<file path="config.mk">
export PLATFORM = sky130hd
export DESIGN_NAME = alu_seq_serial_flat
export DESIGN_NICKNAME = d
export VERILOG_FILES = /design/src/rtl/alu_pkg.sv /design/src/rtl/alu_seq_serial_if.sv /design/src/rtl/alu_slice_comb.sv /design/src/rtl/alu_seq_serial.sv /design/src/flat_wrapper.sv
export SDC_FILE = /design/constraint.sdc
export NUM_CORES = 1
export LEC_CHECK = 0
export ABC_AREA = 1
export CAP_MARGIN = 20
export CORE_ASPECT_RATIO = 1.5
export CORE_MARGIN = 5
export CORE_UTILIZATION = 37
export CTS_CLUSTER_SIZE = 8
export DETAILED_ROUTE_END_ITERATION = 10
export GPL_ROUTABILITY_DRIVEN = 0
export PLACE_DENSITY = 0.58
export RECOVER_POWER = 25
export SLEW_MARGIN = 40
export SYNTH_ARGS = -nofsm -noshare
export SYNTH_HDL_FRONTEND = slang
export SYNTH_SLANG_ARGS = --single-unit
export TNS_END_PERCENT = 10
</file>
<file path="constraint.sdc">
create_clock -name clk -period 5.95 [get_ports clk]
set_input_delay 1.19 -clock clk [delete_from_list [all_inputs] [get_ports clk]]
set_output_delay 1.19 -clock clk [all_outputs]
set_load 0.01 [all_outputs]
</file>
<file path="src/rtl/alu_pkg.sv">
// ---------------------------------------------------------------------------
// alu_pkg: shared definitions for the serial ALU slice and its sequencer.
//   - Opcode encodings (OP_AND .. OP_PASSB)
//   - Sequencer state encoding (ST_IDLE, ST_RUN, ST_DONE; 2 bits)
//   - Default slice width
//   - chains_carry(): true for the opcodes whose carry ripples between slices
// ---------------------------------------------------------------------------
package alu_pkg;

  localparam int SLICE_DEFAULT = 8;

  localparam logic [2:0] OP_AND   = 3'b000;
  localparam logic [2:0] OP_OR    = 3'b001;
  localparam logic [2:0] OP_XOR   = 3'b010;
  localparam logic [2:0] OP_NOR   = 3'b011;
  localparam logic [2:0] OP_ADD   = 3'b100;
  localparam logic [2:0] OP_SUB   = 3'b101;
  localparam logic [2:0] OP_PASSA = 3'b110;
  localparam logic [2:0] OP_PASSB = 3'b111;

  typedef enum logic [1:0] {
    ST_IDLE = 2'd0,
    ST_RUN  = 2'd1,
    ST_DONE = 2'd2
  } state_t;

  function automatic logic chains_carry(input logic [2:0] op);
    return (op == OP_ADD) || (op == OP_SUB);
  endfunction

endpackage

</file>
<file path="src/rtl/alu_seq_serial_if.sv">
// ---------------------------------------------------------------------------
// alu_seq_serial_if: valid/ready operand bus and result bus of the serial ALU.
//   Operand side : in_valid, in_ready, a, b, cin, s
//   Result side  : out_valid, out_ready, out, cout, g, e
//   master modport = producer/consumer, slave modport = the ALU.
// ---------------------------------------------------------------------------
interface alu_seq_serial_if #(
  parameter int WIDTH = 32
);
  logic             in_valid;
  logic             in_ready;
  logic [WIDTH-1:0] a;
  logic [WIDTH-1:0] b;
  logic             cin;
  logic [2:0]       s;
  logic             out_valid;
  logic             out_ready;
  logic [WIDTH-1:0] out;
  logic             cout;
  logic             g;
  logic             e;

  modport master (
    output in_valid, a, b, cin, s, out_ready,
    input  in_ready, out_valid, out, cout, g, e
  );

  modport slave (
    input  in_valid, a, b, cin, s, out_ready,
    output in_ready, out_valid, out, cout, g, e
  );
endinterface

</file>
<file path="src/rtl/alu_slice_comb.sv">
// ---------------------------------------------------------------------------
// alu_slice_comb: purely combinational SLICE-wide ALU slice.
//   Inputs : a, b (slice operands), cin (carry in), s (opcode)
//   Outputs: y (slice result), co (carry out, 0 for non-arithmetic ops),
//            g_i (unsigned a>b for this slice), e_i (a==b for this slice)
// ---------------------------------------------------------------------------
module alu_slice_comb
  import alu_pkg::*;
#(
  parameter int SLICE = SLICE_DEFAULT
) (
  input  logic [SLICE-1:0] a,
  input  logic [SLICE-1:0] b,
  input  logic             cin,
  input  logic [2:0]       s,
  output logic [SLICE-1:0] y,
  output logic             co,
  output logic             g_i,
  output logic             e_i
);

  always_comb begin
    y  = '0;
    co = 1'b0;
    case (s)
      OP_AND:   y = a & b;
      OP_OR:    y = a | b;
      OP_XOR:   y = a ^ b;
      OP_NOR:   y = ~(a | b);
      OP_ADD:   {co, y} = {1'b0, a} + {1'b0, b} + {{SLICE{1'b0}}, cin};
      // SUB is A + ~B + cin; cin=1 yields a true two's-complement subtract.
      OP_SUB:   {co, y} = {1'b0, a} + {1'b0, ~b} + {{SLICE{1'b0}}, cin};
      OP_PASSA: y = a;
      OP_PASSB: y = b;
      default:  y = '0;
    endcase
  end

  assign g_i = (a > b);
  assign e_i = (a == b);

endmodule

</file>
<file path="src/rtl/alu_seq_serial.sv">
// ---------------------------------------------------------------------------
// alu_seq_serial: multi-cycle ALU that reuses one SLICE-wide slice over
// NSLICE = WIDTH/SLICE cycles, least-significant slice first.
//   clk, rst : clock (rising edge) and asynchronous active-high reset
//   bus      : slave side of alu_seq_serial_if (operand and result handshakes)
// Results (out, cout, g, e) are loaded only on entry to DONE and held until
// the next operation completes. WIDTH must match the interface's WIDTH.
// ---------------------------------------------------------------------------
module alu_seq_serial
  import alu_pkg::*;
#(
  parameter int WIDTH = 32,
  parameter int SLICE = SLICE_DEFAULT
) (
  input  logic              clk,
  input  logic              rst,
  alu_seq_serial_if.slave   bus
);

  localparam int NSLICE = WIDTH / SLICE;
  localparam int CW     = (NSLICE > 1) ? $clog2(NSLICE) : 1;

  state_t state_reg, state_next;

  logic [WIDTH-1:0] a_reg, b_reg, shadow_reg, out_reg;
  logic [2:0]       s_reg;
  logic             carry_reg, g_acc_reg, e_acc_reg;
  logic             cout_reg, g_reg, e_reg;
  logic [CW-1:0]    cnt_reg;

  logic [SLICE-1:0] a_sl [NSLICE];
  logic [SLICE-1:0] b_sl [NSLICE];
  logic [WIDTH-1:0] merged;
  logic [SLICE-1:0] y;
  logic             co, g_i, e_i, slice_cin, last, g_new, e_new;

  // Split operands into slices; merged is the shadow result with the
  // current slice's output dropped into its position.
  for (genvar gi = 0; gi < NSLICE; gi++) begin : g_slices
    assign a_sl[gi] = a_reg[gi*SLICE +: SLICE];
    assign b_sl[gi] = b_reg[gi*SLICE +: SLICE];
    assign merged[gi*SLICE +: SLICE] =
      (cnt_reg == CW'(gi)) ? y : shadow_reg[gi*SLICE +: SLICE];
  end

  // Carry ripples between slices only for arithmetic ops.
  assign slice_cin = chains_carry(s_reg) ? carry_reg : 1'b0;

  alu_slice_comb #(.SLICE(SLICE)) u_slice (
    .a   (a_sl[cnt_reg]),
    .b   (b_sl[cnt_reg]),
    .cin (slice_cin),
    .s   (s_reg),
    .y   (y),
    .co  (co),
    .g_i (g_i),
    .e_i (e_i)
  );

  assign last  = (cnt_reg == CW'(NSLICE - 1));
  // Higher slices are processed later, so the newest slice compare dominates.
  assign g_new = g_i | (e_i & g_acc_reg);
  assign e_new = e_i & e_acc_reg;

  // State register
  always_ff @(posedge clk or posedge rst) begin
    if (rst) state_reg <= ST_IDLE;
    else     state_reg <= state_next;
  end

  // Next-state logic
  always_comb begin
    state_next = state_reg;
    case (state_reg)
      ST_IDLE: if (bus.in_valid) state_next = ST_RUN;
      ST_RUN:  if (last)         state_next = ST_DONE;
      ST_DONE: if (bus.out_ready) state_next = ST_IDLE;
      default: state_next = ST_IDLE;
    endcase
  end

  // Output logic
  always_comb begin
    bus.in_ready  = (state_reg == ST_IDLE);
    bus.out_valid = (state_reg == ST_DONE);
  end

  assign bus.out  = out_reg;
  assign bus.cout = cout_reg;
  assign bus.g    = g_reg;
  assign bus.e    = e_reg;

  // Datapath: operand latch, slice sequencing, accumulators, result registers
  always_ff @(posedge clk or posedge rst) begin
    if (rst) begin
      a_reg      <= '0;
      b_reg      <= '0;
      s_reg      <= '0;
      shadow_reg <= '0;
      out_reg    <= '0;
      carry_reg  <= 1'b0;
      g_acc_reg  <= 1'b0;
      e_acc_reg  <= 1'b0;
      cout_reg   <= 1'b0;
      g_reg      <= 1'b0;
      e_reg      <= 1'b0;
      cnt_reg    <= '0;
    end else if (state_reg == ST_IDLE && bus.in_valid) begin
      a_reg     <= bus.a;
      b_reg     <= bus.b;
      s_reg     <= bus.s;
      carry_reg <= bus.cin;
      g_acc_reg <= 1'b0;
      e_acc_reg <= 1'b1;
      cnt_reg   <= '0;
    end else if (state_reg == ST_RUN) begin
      shadow_reg <= merged;
      carry_reg  <= co;
      g_acc_reg  <= g_new;
      e_acc_reg  <= e_new;
      if (last) begin
        out_reg  <= merged;
        cout_reg <= co;
        g_reg    <= g_new;
        e_reg    <= e_new;
      end else begin
        cnt_reg  <= cnt_reg + 1'b1;
      end
    end
  end

endmodule

</file>
<file path="src/flat_wrapper.sv">
// flat-port wrapper written by rule: the top's interface ports become plain ports
module alu_seq_serial_flat import alu_pkg::*;
#(
  parameter int WIDTH = 32,
  parameter int SLICE = SLICE_DEFAULT
)
  (clk, rst, bus_in_valid, bus_a, bus_b, bus_cin, bus_s, bus_out_ready, bus_in_ready, bus_out_valid, bus_out, bus_cout, bus_g, bus_e);
  alu_seq_serial_if #(.WIDTH(WIDTH)) bus_i ();
  input  logic clk;
  input  logic rst;
  input wire logic [$bits(bus_i.in_valid)-1:0] bus_in_valid;
  input wire logic [$bits(bus_i.a)-1:0] bus_a;
  input wire logic [$bits(bus_i.b)-1:0] bus_b;
  input wire logic [$bits(bus_i.cin)-1:0] bus_cin;
  input wire logic [$bits(bus_i.s)-1:0] bus_s;
  input wire logic [$bits(bus_i.out_ready)-1:0] bus_out_ready;
  output wire logic [$bits(bus_i.in_ready)-1:0] bus_in_ready;
  output wire logic [$bits(bus_i.out_valid)-1:0] bus_out_valid;
  output wire logic [$bits(bus_i.out)-1:0] bus_out;
  output wire logic [$bits(bus_i.cout)-1:0] bus_cout;
  output wire logic [$bits(bus_i.g)-1:0] bus_g;
  output wire logic [$bits(bus_i.e)-1:0] bus_e;
  assign bus_i.in_valid = bus_in_valid;
  assign bus_i.a = bus_a;
  assign bus_i.b = bus_b;
  assign bus_i.cin = bus_cin;
  assign bus_i.s = bus_s;
  assign bus_i.out_ready = bus_out_ready;
  assign bus_in_ready = bus_i.in_ready;
  assign bus_out_valid = bus_i.out_valid;
  assign bus_out = bus_i.out;
  assign bus_cout = bus_i.cout;
  assign bus_g = bus_i.g;
  assign bus_e = bus_i.e;
  alu_seq_serial #(.WIDTH(WIDTH), .SLICE(SLICE)) u_core (.clk(clk), .rst(rst), .bus(bus_i));
endmodule
</file>
==> reports/metrics.yaml, run 1 <==
global_routing:
  grt_pass1_wl_mm: 33.6
  met1_usage_pct: 21.2
  grt_use_met3_pct: 3.05
  grt-ovfl-total: 0
  grt-busiest-layer: "met2"
  met2_usage_pct: 32.6
  grt_max_degree: 69
  grt_pass1_vias: 6676
  antenna_found_initial: 0
  grt_usage_pct: 18.0
timing:
  setup_viol: 0
  fin_crit_sh_pct: 55.1
  rsz0062_at_grt: "false"
  worst_clock_skew_ps: 8.99
  tightest_slew_ps: 1880
  slew_viol_final: 85
  fmax_mhz: 305
  fin_ws_ps: 2670
  setup_tns_ps: 0
  final-hold-violation-count: 0
  period_needed_ps: 3280
  relSlewSlack_pct: -25.5
  whs_ps: 473
yosys:
  netlist.area_leader.share_pct: 44.5
  yosys_warnings: 0
  ys_seq_elements: 133
  synth.cell_area_um2: 7470
  synth_top_cells_by_count: "nand2_1 (460), dfrtp_1 (133), nand3_1 (110)"
  async_flop_share_pct: 100
  synth-main-ff-cell: "dfrtp_1"
  yosys.area.top_type: "dfrtp_1"
  ys_top_cells_by_area: "dfrtp_1 (45%), nand2_1 (23%), nand3_1 (7.4%), ha_1 (4.7%), inv_1 (3.2%)"
  synth_most_common_cell: "nand2_1"
  syn_inst: 1009
  synth-seq-area-share_pct: 44.5
  synth_area_per_cell_um2: 7.41
  syn-num-nets: 1113
  synth.distinct_cells: 35
  synth-edff-count: 0
die:
  core_area_um2: 19900
  fp.dieW_um: 126
  start_util_pct: 37.6
  core.rowCount: 63
  io_pins: 109
  die_y_um: 184
  die_area_um2: 23200
worst_hold_path:
  hp-start: "u_core.shadow_reg[20]"
  min_path_type: "flip-flop to flip-flop"
  worstHoldPathCells: 2
setup_path:
  crit_chain: "buf_4 -> ha_1 -> inv_1 -> nor2_2 -> buf_4 -> inv_1 -> clkbuf_1 -> nor2_1 -> a21oi_1"
  cp.depth: 9
  crit_path_start: "u_core.cnt_reg[0]"
  end_kind: "flip-flop"
  critPathMaxStageDelay_ps: 1340
  cp.arrival_ps: 3610
  cp-start-kind: "flip-flop"
  cp_max_fo: 42
  r2r_cells: 9
  slowest_stage: "clkbuf_1"
  crit_family: "buffers and inverters"
  worstPathRequired_ps: 6280
  reg2reg_from: "u_core.cnt_reg[0]"
  worstSetupPathType: "flip-flop to flip-flop"
  worst-path-buf-inv: 5
placed_design:
  place_area_um2: 8680
  dpl_worst_slack_ps: 2550
  io_buffers: 108
  dpl.hpwl_mm: 15.0
pwr:
  p_comb_share_pct: 59.8
  seq_power_share_pct: 25.1
  p_int_mw: 3.17
  p_clk_share_pct: 15.1
  leakagePower_nw: 4.70
  ir_drop_uv: 271
  p_sw_share_pct: 49.4
  power_density_nw_per_um2: 682
  switchingPower_mw: 3.10
flow_run:
  maxCapViolations: 2
layout:
  fill_cells: 2081
  final_util_pct: 46.3
  layout-drive-gt1-share_pct: 6.66
  multi_input_area_um2: 3610
  antenna_cells: 0
  fin_area_um2: 9200
  area_growth_pct: 23.2
  seq_area_um2: 3330
  final_nets: 1203
cts:
  cts_hold_buffers: 0
  h-tree-depth: 4
  cts_tree: "yes"
  cts_resized: 0
  clock-root-buffer: "clkbuf_16"
  cts_inserted_buffers: 17
  clkTransAtPathRegs_ps: 60
  worstSkewPairLatency_ps: 420
  postCtsSetupBuffers: 0
  cts.sink_count: 133
  clock_path_buffers: 2
routing:
  ant_nets: 0
  detail_route.wl_per_cell_um: 14.8
  drcViolationCount: 0
  wl_mm: 20.3
  initialDrtViolationCount: 446
  viasPerCell: 4.88
  drtPass1Iterations: 5
  vias: 6691
run_status:
  violations: "max-capacitance violations, max-slew violations"
  status: "finished with violations"
==> layer usage <==
metal,vias to the layer above,wire (µm)
li1,3393,-
met1,3090,8440
met2,175,10500
met3,33,828
met4,0,544
met5,-,0
==> metrics by stage <==
step / instances / power, mW
floorplan: 1009 / 4.27
global placement: 1340 / 5.29
detailed placement: 1340 / 5.33
CTS: 1371 / 6.31
global route: 1371 / 6.88
finish: 1371 / 6.27
==> worst register-to-register path: cells and delay by family (launching register included) <==
| family | cells | cell delay, ps |
|---|---|---|
| flops | 1 | 400 |
| buf+inv | 5 | 2050 |
| fa+ha+maj | 1 | 240 |
| compound gates | 1 | 200 |
| simple gates | 2 | 300 |
==> final timing paths <==
path / to / slack (ps)
setup / recovery: u_core.bus.out[25] / 2670
hold / removal: u_core.shadow_reg[20] / 470
setup reg to reg: u_core.bus.out[25] / 2670
hold reg to reg: u_core.shadow_reg[20] / 470
max in group asynchronous: u_core.b_reg[15] / 2850
min in group asynchronous: u_core.bus.out[17] / 1680
==> placed cells by master, fill, tap and decap left out, drive strengths merged, types with 6 or more instances in the layout <==
cell type / n
o211ai: 13
clkinvlp: 6
o22ai: 6
nor2: 43
clkdlybuf4s50: 106
o21ai: 27
nor3: 6
ha: 28
inv: 74
or2: 18
a21oi: 12
nand3: 110
nand2: 462
dfrtp: 133
clkbuf: 20
nand4: 22
buf: 8
==> cell families (layout without fill, tap and decap cells) <==
group	count (synthesis)	in the layout	share of synthesized area, %
mux	1	1	0.134
compound gates	64	64	5.01
buf+inv	116	218	7.28
fa+ha+maj	32	32	5.76
flops	133	133	44.5
simple gates	663	663	37.3
==> power groups by stage <==
stage                     combinational (mW)  clock, mW  sequential [mW]
after CTS                               3.76      0.972             1.58
after global placement                  3.71          0             1.58
after global routing                    4.25       1.01             1.63
final                                   3.75      0.949             1.57
after floorplan                         2.70          0             1.57
after detailed placement                3.75          0             1.59
==> final cells by class <==
class	instances	share of cell area, %
Clock inverter	12	1.06
Inverter	70	2.92
Sequential cell	133	36.2
Multi-Input combinational cell	760	39.2
Tap cell	260	3.53
Timing Repair Buffer	117	12.4
Clock buffer	19	4.70
Note: power is estimated with default switching activity, not from simulation.
==> inputs of run 2 (changes only) <==
clock period = 3.4 ns   (was 5.95 ns; I/O delays follow)
==> run 2 against run 1 <==
The flow still finishes with violations (max-capacitance violations, max-slew violations). Critical path depth up 8. Via count increased by 0.27%. Die area is the same. Wire length increased by 1.0%. Sequential share of layout area fell by 0.57 points. First-iteration DRC count shrank 11%. Clock skew is 1.8 ps lower. Sequential power grew 78%. Cell count rose by 0.44%. Utilization rose by 0.74 points. Worst hold slack got worse by 2.3 ps. Largest cell class unchanged. Largest power group unchanged. Highest routed layer unchanged.
==> reports/metrics.yaml, run 2 (same netlist as run 1, synthesis figures left out) <==
run_status:
  status: "finished with violations"
  violations: "max-capacitance violations, max-slew violations"
layout:
  final_util_pct: 47.1
  layout-drive-gt1-share_pct: 7.34
  final_cells: 1377
  antenna_cells: 0
  area_growth_pct: 25.1
  layout_commonest_cell: "nand2_1"
  final_nets: 1208
  fill_cells: 2018
  final_cell_mix: "nand2_1 (459), dfrtp_1 (133), nand3_1 (110)"
cts:
  clock_path_buffers: 2
  postCtsSetupBuffers: 0
  cts_hold_buffers: 0
  cts.sink_count: 133
  worstSkewPairLatency_ps: 430
  cts_inserted_buffers: 17
  h-tree-depth: 4
  clkTransAtPathRegs_ps: 60
  clock-root-buffer: "clkbuf_16"
  cts_tree: "yes"
timing:
  worst_clock_skew_ps: 7.24
  whs_ps: 471
  tightest_slew_ps: 1790
  setup_tns_ps: 0
  setup_viol: 0
  period_needed_ps: 3070
  final-hold-violation-count: 0
  slew_viol_final: 134
  fmax_mhz: 326
  fin_crit_sh_pct: 90.2
  rsz0062_at_grt: "false"
  relSlewSlack_pct: -19.4
worst_hold_path:
  min_path_type: "flip-flop to flip-flop"
die:
  fp.dieW_um: 126
  core.rowCount: 63
  die_area_um2: 23200
  start_util_pct: 37.6
  core_area_um2: 19900
  io_pins: 109
  die_y_um: 184
setup_path:
  crit_top_cell: "nand2_1"
  end_kind: "flip-flop"
  slowest_stage: "dfrtp_1"
  cp_max_fo: 19
  critPathMaxStageDelay_ps: 450
  crit_chain: "buf_6 -> nand2_1 -> nand3_1 -> nand2_1 -> inv_1 -> fa_1 -> inv_1 -> fa_1 -> inv_1 -> o21ai_0 -> nand2_1 -> nand3_1 -> nand2_1 -> nor2_2 -> nand4_1 -> nand3_1 -> nand2_1"
  cp-start-kind: "flip-flop"
  worstPathRequired_ps: 3710
  cp.arrival_ps: 3380
  worstSetupPathType: "flip-flop to flip-flop"
routing:
  detail_route.wl_per_cell_um: 14.9
  wl_mm: 20.5
  initialDrtViolationCount: 397
  drtPass1Iterations: 5
  ant_nets: 0
  drcViolationCount: 0
  vias: 6709
  viasPerCell: 4.87
global_routing:
  grt_pass1_vias: 6818
  grt_max_degree: 134
  grt_pass1_wl_mm: 34.2
  grt-ovfl-total: 0
  grt_usage_pct: 18.3
  antenna_found_initial: 0
placed_design:
  io_buffers: 108
  dpl.hpwl_mm: 15.2
  numPlacedInstances: 1345
pwr:
  leakagePower_nw: 4.78
  ir_drop_uv: 478
  power_density_nw_per_um2: 1210
flow_run:
  maxCapViolations: 1
==> run 2: what timing repair did <==
| item | 4_1_cts | 5_1_grt |
|---|---|---|
| setup endpoints to repair | 0 | 1 |
| resized for setup | 0 | 3 |
| hold endpoints to repair | 0 | 0 |
==> run 2: final timing paths <==
path / cells past startpoint / endpoint / startpoint / slack [ps]
hold reg to reg: 2 / u_core.shadow_reg[20] / u_core.shadow_reg[20] / 470
min in group asynchronous: 3 / u_core.bus.out[1] / rst / 1410
max in group asynchronous: 3 / u_core.b_reg[13] / rst / 900
setup reg to reg: 17 / u_core.bus.out[20] / u_core.cnt_reg[0] / 330
hold / removal: 2 / u_core.shadow_reg[20] / u_core.shadow_reg[20] / 470
setup / recovery: 17 / u_core.bus.out[20] / u_core.cnt_reg[0] / 330
==> run 2: routing by layer <==
metal | vias to the layer above | track usage (%) | wire, µm
li1 | 3405 | - | -
met1 | 3099 | 21.8 | 8690
met2 | 175 | 32.5 | 10400
met3 | 30 | 3.72 | 813
met4 | 0 | 7.00 | 614
met5 | - | 0 | 0
==> run 2: area by class of cell <==
type	count	area [µm²]	share of cell area (%)
inverters	70	274	2.93
repair buffers	122	1190	12.8
clock inverters	13	171	1.83
multi-input cells	760	3610	38.6
well taps	260	325	3.48
flip-flops and latches	133	3330	35.6
clock buffers	19	453	4.84
==> run 2: power breakdown <==
group,internal [mW],switching [mW]
registers,2.33,0.472
clock network,1.20,0.736
logic,2.33,4.28
total,5.86,5.49
==> run 2: per-stage QoR <==
stage | power, mW | worst slack [ps] | cell area [µm²]
floorplan | 7.47 | 650 | 7480
global placement | 9.34 | 390 | 8730
detailed placement | 9.41 | 343 | 8730
CTS | 11.4 | 339 | 9350
global route | 12.4 | 14.1 | 9350
finish | 11.4 | 334 | 9350
==> run 2: worst max-delay path: cells and delay by family, from the launching register on <==
family / cells / cell delay, ps
compound gates: 1 / 270
flops: 1 / 450
fa+ha+maj: 2 / 640
simple gates: 10 / 1100
buf+inv: 4 / 480
==> inputs of run 3 (changes only) <==
SKIP_LAST_GASP = 1   (was unset)
==> results of run 3 <==
No change in the layout: final DEF, timing and power equal those of run 2.
